--- src/rtl/uart_top.sv ---
// -----------------------------------------------------------------------------
// uart_top : 8N1 UART transmitter with an internal loopback receiver.
//
// The transmitter serialises a byte LSB first between a start bit (0) and a
// stop bit (1), each bit lasting CLKS_PER_BIT = CLK_FREQ/BAUD_RATE clocks.
// The receiver listens to the transmitter's own line register and reports
// every correctly framed byte.
//
// Optional feature macro: UART_TOP_PARITY_EN
//   When defined, an even-parity bit is inserted after the data bits
//   (11-bit frame) and the receiver drops frames whose parity does not match.
//
// Ports:
//   clk       in   1  single clock, all logic on the rising edge
//   rst       in   1  synchronous active-low reset
//   tx_start  in   1  request to send tx_data (ignored while busy or in reset)
//   tx_data   in   8  byte to send, captured when the request is accepted
//   tx        out  1  serial line, idle high, registered
//   tx_busy   out  1  high while a frame is in progress
//   rx_data   out  8  last byte received by the loopback receiver
//   rx_done   out  1  one-cycle pulse when a valid byte has been received
// -----------------------------------------------------------------------------
module uart_top #(
  parameter int CLK_FREQ  = 50000000,
  parameter int BAUD_RATE = 115200
) (
  input  logic       clk,
  input  logic       rst,
  input  logic       tx_start,
  input  logic [7:0] tx_data,
  output logic       tx,
  output logic       tx_busy,
  output logic [7:0] rx_data,
  output logic       rx_done
);

  localparam int CLKS_PER_BIT = CLK_FREQ / BAUD_RATE;
  localparam int HALF_BIT     = CLKS_PER_BIT / 2;
  localparam int CNT_W        = (CLKS_PER_BIT > 1) ? $clog2(CLKS_PER_BIT) : 1;
  localparam logic [CNT_W-1:0] CNT_LAST = CNT_W'(CLKS_PER_BIT - 1);
  // The receiver reaches the start-bit centre one count early because the
  // edge detector itself costs a cycle.
  localparam logic [CNT_W-1:0] CNT_HALF = CNT_W'(HALF_BIT - 1);

  typedef enum logic [2:0] {
    TX_IDLE,
    TX_START,
    TX_DATA,
`ifdef UART_TOP_PARITY_EN
    TX_PARITY,
`endif
    TX_STOP
  } txState_e;

  typedef enum logic [2:0] {
    RX_IDLE,
    RX_START,
    RX_DATA,
`ifdef UART_TOP_PARITY_EN
    RX_PARITY,
`endif
    RX_STOP
  } rxState_e;

  txState_e         txStateQ, txStateD;
  logic [CNT_W-1:0] txCntQ, txCntD;
  logic [2:0]       txBitQ, txBitD;
  logic [7:0]       txByteQ, txByteD;
  logic             txLineQ, txLineD;
  logic             txBusyQ, txBusyD;

  rxState_e         rxStateQ, rxStateD;
  logic [CNT_W-1:0] rxCntQ, rxCntD;
  logic [2:0]       rxBitQ, rxBitD;
  logic [7:0]       rxShiftQ, rxShiftD;
  logic             rxPrevQ;
  logic [7:0]       rxDataQ, rxDataD;
  logic             rxDoneQ, rxDoneD;
  logic             rxIn;
`ifdef UART_TOP_PARITY_EN
  logic             rxParOkQ, rxParOkD;
`endif

  assign rxIn    = txLineQ;
  assign tx      = txLineQ;
  assign tx_busy = txBusyQ;
  assign rx_data = rxDataQ;
  assign rx_done = rxDoneQ;

  // TX state register; line and busy are registered from next-state values
  always_ff @(posedge clk) begin
    if (!rst) begin
      txStateQ <= TX_IDLE;
      txCntQ   <= '0;
      txBitQ   <= '0;
      txByteQ  <= '0;
      txLineQ  <= 1'b1;
      txBusyQ  <= 1'b0;
    end else begin
      txStateQ <= txStateD;
      txCntQ   <= txCntD;
      txBitQ   <= txBitD;
      txByteQ  <= txByteD;
      txLineQ  <= txLineD;
      txBusyQ  <= txBusyD;
    end
  end

  // TX next state: a request is only seen in IDLE, so the byte is frozen
  always_comb begin
    txStateD = txStateQ;
    txCntD   = txCntQ;
    txBitD   = txBitQ;
    txByteD  = txByteQ;
    case (txStateQ)
      TX_IDLE: begin
        if (tx_start) begin
          txStateD = TX_START;
          txByteD  = tx_data;
          txCntD   = '0;
        end
      end
      TX_START: begin
        if (txCntQ == CNT_LAST) begin
          txCntD   = '0;
          txStateD = TX_DATA;
        end else begin
          txCntD = txCntQ + 1'b1;
        end
      end
      TX_DATA: begin
        if (txCntQ == CNT_LAST) begin
          txCntD = '0;
          if (txBitQ == 3'd7) begin
            txBitD = '0;
`ifdef UART_TOP_PARITY_EN
            txStateD = TX_PARITY;
`else
            txStateD = TX_STOP;
`endif
          end else begin
            txBitD = txBitQ + 3'd1;
          end
        end else begin
          txCntD = txCntQ + 1'b1;
        end
      end
`ifdef UART_TOP_PARITY_EN
      TX_PARITY: begin
        if (txCntQ == CNT_LAST) begin
          txCntD   = '0;
          txStateD = TX_STOP;
        end else begin
          txCntD = txCntQ + 1'b1;
        end
      end
`endif
      TX_STOP: begin
        if (txCntQ == CNT_LAST) begin
          txCntD   = '0;
          txStateD = TX_IDLE;
        end else begin
          txCntD = txCntQ + 1'b1;
        end
      end
      default: txStateD = TX_IDLE;
    endcase
  end

  // TX outputs decoded from the next state so they change on the same edge
  always_comb begin
    txBusyD = (txStateD != TX_IDLE);
    case (txStateD)
      TX_START:  txLineD = 1'b0;
      TX_DATA:   txLineD = txByteD[txBitD];
`ifdef UART_TOP_PARITY_EN
      TX_PARITY: txLineD = ^txByteD;
`endif
      default:   txLineD = 1'b1;
    endcase
  end

  // RX state register and output holding registers
  always_ff @(posedge clk) begin
    if (!rst) begin
      rxStateQ <= RX_IDLE;
      rxCntQ   <= '0;
      rxBitQ   <= '0;
      rxShiftQ <= '0;
      rxPrevQ  <= 1'b1;
      rxDataQ  <= 8'h00;
      rxDoneQ  <= 1'b0;
`ifdef UART_TOP_PARITY_EN
      rxParOkQ <= 1'b0;
`endif
    end else begin
      rxStateQ <= rxStateD;
      rxCntQ   <= rxCntD;
      rxBitQ   <= rxBitD;
      rxShiftQ <= rxShiftD;
      rxPrevQ  <= rxIn;
      rxDataQ  <= rxDataD;
      rxDoneQ  <= rxDoneD;
`ifdef UART_TOP_PARITY_EN
      rxParOkQ <= rxParOkD;
`endif
    end
  end

  // RX next state: half-bit check of the start bit, then full-bit hops
  always_comb begin
    rxStateD = rxStateQ;
    rxCntD   = rxCntQ;
    rxBitD   = rxBitQ;
    rxShiftD = rxShiftQ;
`ifdef UART_TOP_PARITY_EN
    rxParOkD = rxParOkQ;
`endif
    case (rxStateQ)
      RX_IDLE: begin
        if (rxPrevQ && !rxIn) begin
          rxStateD = RX_START;
          rxCntD   = '0;
        end
      end
      RX_START: begin
        if (rxCntQ == CNT_HALF) begin
          rxCntD   = '0;
          rxBitD   = '0;
          rxStateD = rxIn ? RX_IDLE : RX_DATA;
        end else begin
          rxCntD = rxCntQ + 1'b1;
        end
      end
      RX_DATA: begin
        if (rxCntQ == CNT_LAST) begin
          rxCntD   = '0;
          rxShiftD = {rxIn, rxShiftQ[7:1]};
          if (rxBitQ == 3'd7) begin
            rxBitD = '0;
`ifdef UART_TOP_PARITY_EN
            rxStateD = RX_PARITY;
`else
            rxStateD = RX_STOP;
`endif
          end else begin
            rxBitD = rxBitQ + 3'd1;
          end
        end else begin
          rxCntD = rxCntQ + 1'b1;
        end
      end
`ifdef UART_TOP_PARITY_EN
      RX_PARITY: begin
        if (rxCntQ == CNT_LAST) begin
          rxCntD   = '0;
          rxParOkD = (rxIn == ^rxShiftQ);
          rxStateD = RX_STOP;
        end else begin
          rxCntD = rxCntQ + 1'b1;
        end
      end
`endif
      RX_STOP: begin
        if (rxCntQ == CNT_LAST) begin
          rxCntD   = '0;
          rxStateD = RX_IDLE;
        end else begin
          rxCntD = rxCntQ + 1'b1;
        end
      end
      default: rxStateD = RX_IDLE;
    endcase
  end

  // RX outputs: a byte is committed only when the stop-bit centre reads high
  always_comb begin
    rxDoneD = (rxStateQ == RX_STOP) && (rxCntQ == CNT_LAST) && rxIn;
`ifdef UART_TOP_PARITY_EN
    rxDoneD = rxDoneD && rxParOkQ;
`endif
    rxDataD = rxDoneD ? rxShiftQ : rxDataQ;
  end

endmodule

--- config.mk ---
export PLATFORM = sky130hd
export DESIGN_NAME = uart_top
export DESIGN_NICKNAME = d
export VERILOG_FILES = /design/src/rtl/uart_top.sv
export SDC_FILE = /design/constraint.sdc
export NUM_CORES = 1
export LEC_CHECK = 0
export ABC_AREA = 1
export ABC_CLOCK_PERIOD_IN_PS = 2150
export BUFFER_PORTS_ARGS = -buffer_cell sky130_fd_sc_hd__buf_4
export CORE_MARGIN = 5
export CORE_UTILIZATION = 56
export CTS_CLUSTER_DIAMETER = 60
export DETAILED_ROUTE_END_ITERATION = 10
export PLACE_DENSITY = 0.75
export SLEW_MARGIN = 5
export SYNTH_ARGS = -nofsm -noshare
export SYNTH_HDL_FRONTEND = slang
export SYNTH_SLANG_ARGS = --single-unit
--- constraint.sdc ---
create_clock -name clk -period 2.15 [get_ports clk]
set_clock_uncertainty 0.15 [all_clocks]
set_input_delay 0.3225 -clock clk [delete_from_list [all_inputs] [get_ports clk]]
set_output_delay 0.3225 -clock clk [all_outputs]
set_load 0.1 [all_outputs]
==> results by group <==
Status
  – Outcome: complete, no violations

Pwr
  – Power Density: 725 nW/um^2
  – Peak supply drop: 344 uV
  – Leak Pwr: 1.36 nW

Floorplanning
  – Std-Cell Rows: 26
  – Core area: 5040 sq um
  – Die W: 81.8 um
  – Die area: 6690 sq um
  – Initial Util: 57.2%
  – Die Ht: 81.8 um
  – Top Ports: 22

Place
  – RD Place Congestion: 0.892
  – Port bufs: 21
  – HPWL after DPL: 3830 um
  – Placed instance area: 3090 sq um

Worst setup path
  – CP cell instances: ha_1, inv_1, nor4_1, nand2_1, inv_2, nand2_2, nand2_1, inv_1, a21oi_1, nor2_1
  – Critical path arrival: 1.94 ns
  – Startpoint Class: register
  – Slowest stage cell, crit path: dfxtp_1
  – Crit path kind: register to register
  – Worst Path Required: 2.24 ns
  – Worst Path Max Fanout: 17
  – Reg2Reg Setup Slack: 0.30 ns
  – Slowest stage delay, CP: 0.41 ns
  – CP Capture Type: register

Clock network
  – TritonCTS clock tree: done
  – H-tree depth: 3
  – Post-CTS Setup Bufs: 0
  – CTS root buffer: clkbuf_8
  – CTS sink count: 57
  – Skew-Pair Late Insertion Delay: 0.34 ns
  – Post-CTS Hold Buffers: 0
  – Resize count post-CTS: 0
  – Worst-path clk slew: 0.07 ns
  – Max clock buf depth: 2
  – Total CTS buffers: 9

Synthesis
  – Most frequent cell after synthesis: nand2_1
  – Post-synth top area share: 39.5%
  – Syn nets: 408
  – Flops & latches, synth: 57
  – Mapped Area: 2890 sq um
  – Netlist cell types: 41
  – Cells after Synth: 388
  – Area leader, netlist: dfxtp_1
  – Most used flip-flop cell after synthesis: dfxtp_1
  – Post-synth top cells: 61 x nand2_1, 57 x dfxtp_1, 57 x inv_1, 39 x nor2_1, 28 x nand3_1
  – Avg Inst Size Synth: 7.44 sq um
  – Async set or reset register ratio after synthesis: 0%
  – Synthesis Warnings: 0
  – Area contributors post-synth: dfxtp_1 40%, nand2_1 7.9%, inv_1 7.4%
  – Sequential-to-total area share from yosys stat: 39.5%
  – Number of synthesized flops with an enable pin: 0

Hold path
  – Hold Path Class: input pin to register

Cells and area
  – Cell area after layout: 3310 sq um
  – Nets@finish: 433
  – Diode count: 0
  – Share of cells above drive strength 1: 20.1%
  – Area grow syn2layout: 14.8%

Drt
  – Avg WL per Cell: 11.1 um
  – Avg Vias per Cell: 5.10
  – Post-Route WL: 5410 um
  – DR iter-0 viols: 101
  – Drt first pass iters: 4
  – Via count: 2489
  – DRC viols: 0
  – Routed Antenna Nets: 0

Timing
  – Crit path time final: 1.85 ns
  – Final Hold Vio Count: 0
  – Max Slew Vio Count: 0
  – RSZ-0062 raised after global routing: no
  – TNS Setup: 0 ns
  – Final period util: 86.1%
  – FMAX: 540 MHz
  – Final setup vio count: 0

GRT
  – Global-route wire length before repair: 9450 um
  – GRT overflow: 0
  – Pin count of the biggest net entering global routing: 20
  – Total track usage: 18.3%
  – Antenna violations before repair: 0
  – Vias in the first global route: 2290

Run
  – Max cap viols: 0
-- registers in the layout, indices dropped and copies added, names as in the netlist, 2 cells and up --
| register | flops |
|---|---|
| rxCntQ | 9 |
| rxShiftQ | 8 |
| txCntQ | 9 |
| txByteQ | 8 |
| txBitQ | 3 |
| rx_data | 8 |
| rxBitQ | 3 |
| txStateQ | 3 |
| rxStateQ | 2 |
-- critical path, delay by kind of cell, from the launching register on --
| kind | cells | cell delay, ns |
|---|---|---|
| AO/OA/AOI/OAI | 1 | 0.11 |
| flip-flops | 1 | 0.41 |
| AND/OR/NAND/NOR | 5 | 0.68 |
| buffers and inverters | 3 | 0.22 |
| adder cells (fa/ha/maj) | 1 | 0.18 |
-- path summary, 6_finish.rpt --
kind                       startpoint                  endpoint  cells after the start
min reg2reg  rxShiftQ[0]$_SDFFE_PN0P_  rxShiftQ[0]$_SDFFE_PN0P_                      2
min                               rst        rxPrevQ$_SDFF_PN1_                      2
max            rxCntQ[0]$_SDFFE_PN0P_    rxBitQ[1]$_SDFFE_PN0P_                     10
max reg2reg    rxCntQ[0]$_SDFFE_PN0P_    rxBitQ[1]$_SDFFE_PN0P_                     10
-- layout by cell type (no fill, tap or decap), types with 11 or more instances in the layout --
cell type,synthesis,routed
a21oi_1,25,25
buf_4,0,23
dfxtp_1,57,57
inv_1,57,57
inv_2,14,14
nand2_1,61,61
nand3_1,28,28
nor2_1,39,39
nor3_1,11,11
o21ai_0,15,15
-- cell families after synthesis --
family,Yosys count,share of synthesized area (%)
AND/OR/NAND/NOR,168,28.7
buffers and inverters,81,11.2
AO/OA/AOI/OAI,71,16.3
flip-flops,57,39.5
adder cells (fa/ha/maj),9,3.90
XOR/XNOR,1,0.304
other,1,0.130
-- stage by stage --
step | power (W) | util, % | worst slack [ns] | hold WS (ns) | instances
finish | 0.00240 | 65.7 | 0.299 | 0.109 | 488
CTS | 0.00242 | 65.7 | 0.279 | 0.103 | 488
global route | 0.00250 | 65.7 | 0.0303 | 0.115 | 488
floorplan | 0.00126 | - | 0.0497 | 0.274 | 388
detailed placement | 0.00131 | 61.3 | 0.291 | 0.291 | 472
global placement | 0.00130 | 61.3 | 0.354 | 0.292 | 472
-- power by group --
part | leakage, nW | internal (W) | switching (W)
sequential | 0.461 | 0.00108 | 0.0000221
combinational | 0.785 | 0.0000596 | 0.000125
clock | 0.113 | 0.000682 | 0.000438
-- layer usage --
layer  vias to the layer above  share of wire [%]  GRT usage [%]
li1                       1314                  -              -
met1                      1086                 46           21.0
met2                        72                 46           30.9
met3                        17                6.5           5.81
met4                         0                2.2           8.47
met5                         -                  0              0
-- area by class of cell --
class                           count  area (sq um)
Clock buffer                       11           141
Inverter                           72           270
Multi-Input combinational cell    250          1420
Tap cell                           70          87.6
Timing Repair Buffer               23           173
Clock inverter                      5          78.8
Sequential cell                    57          1140
Fill cell                         407          1730
No activity file was read; power rests on OpenSTA's default activity.
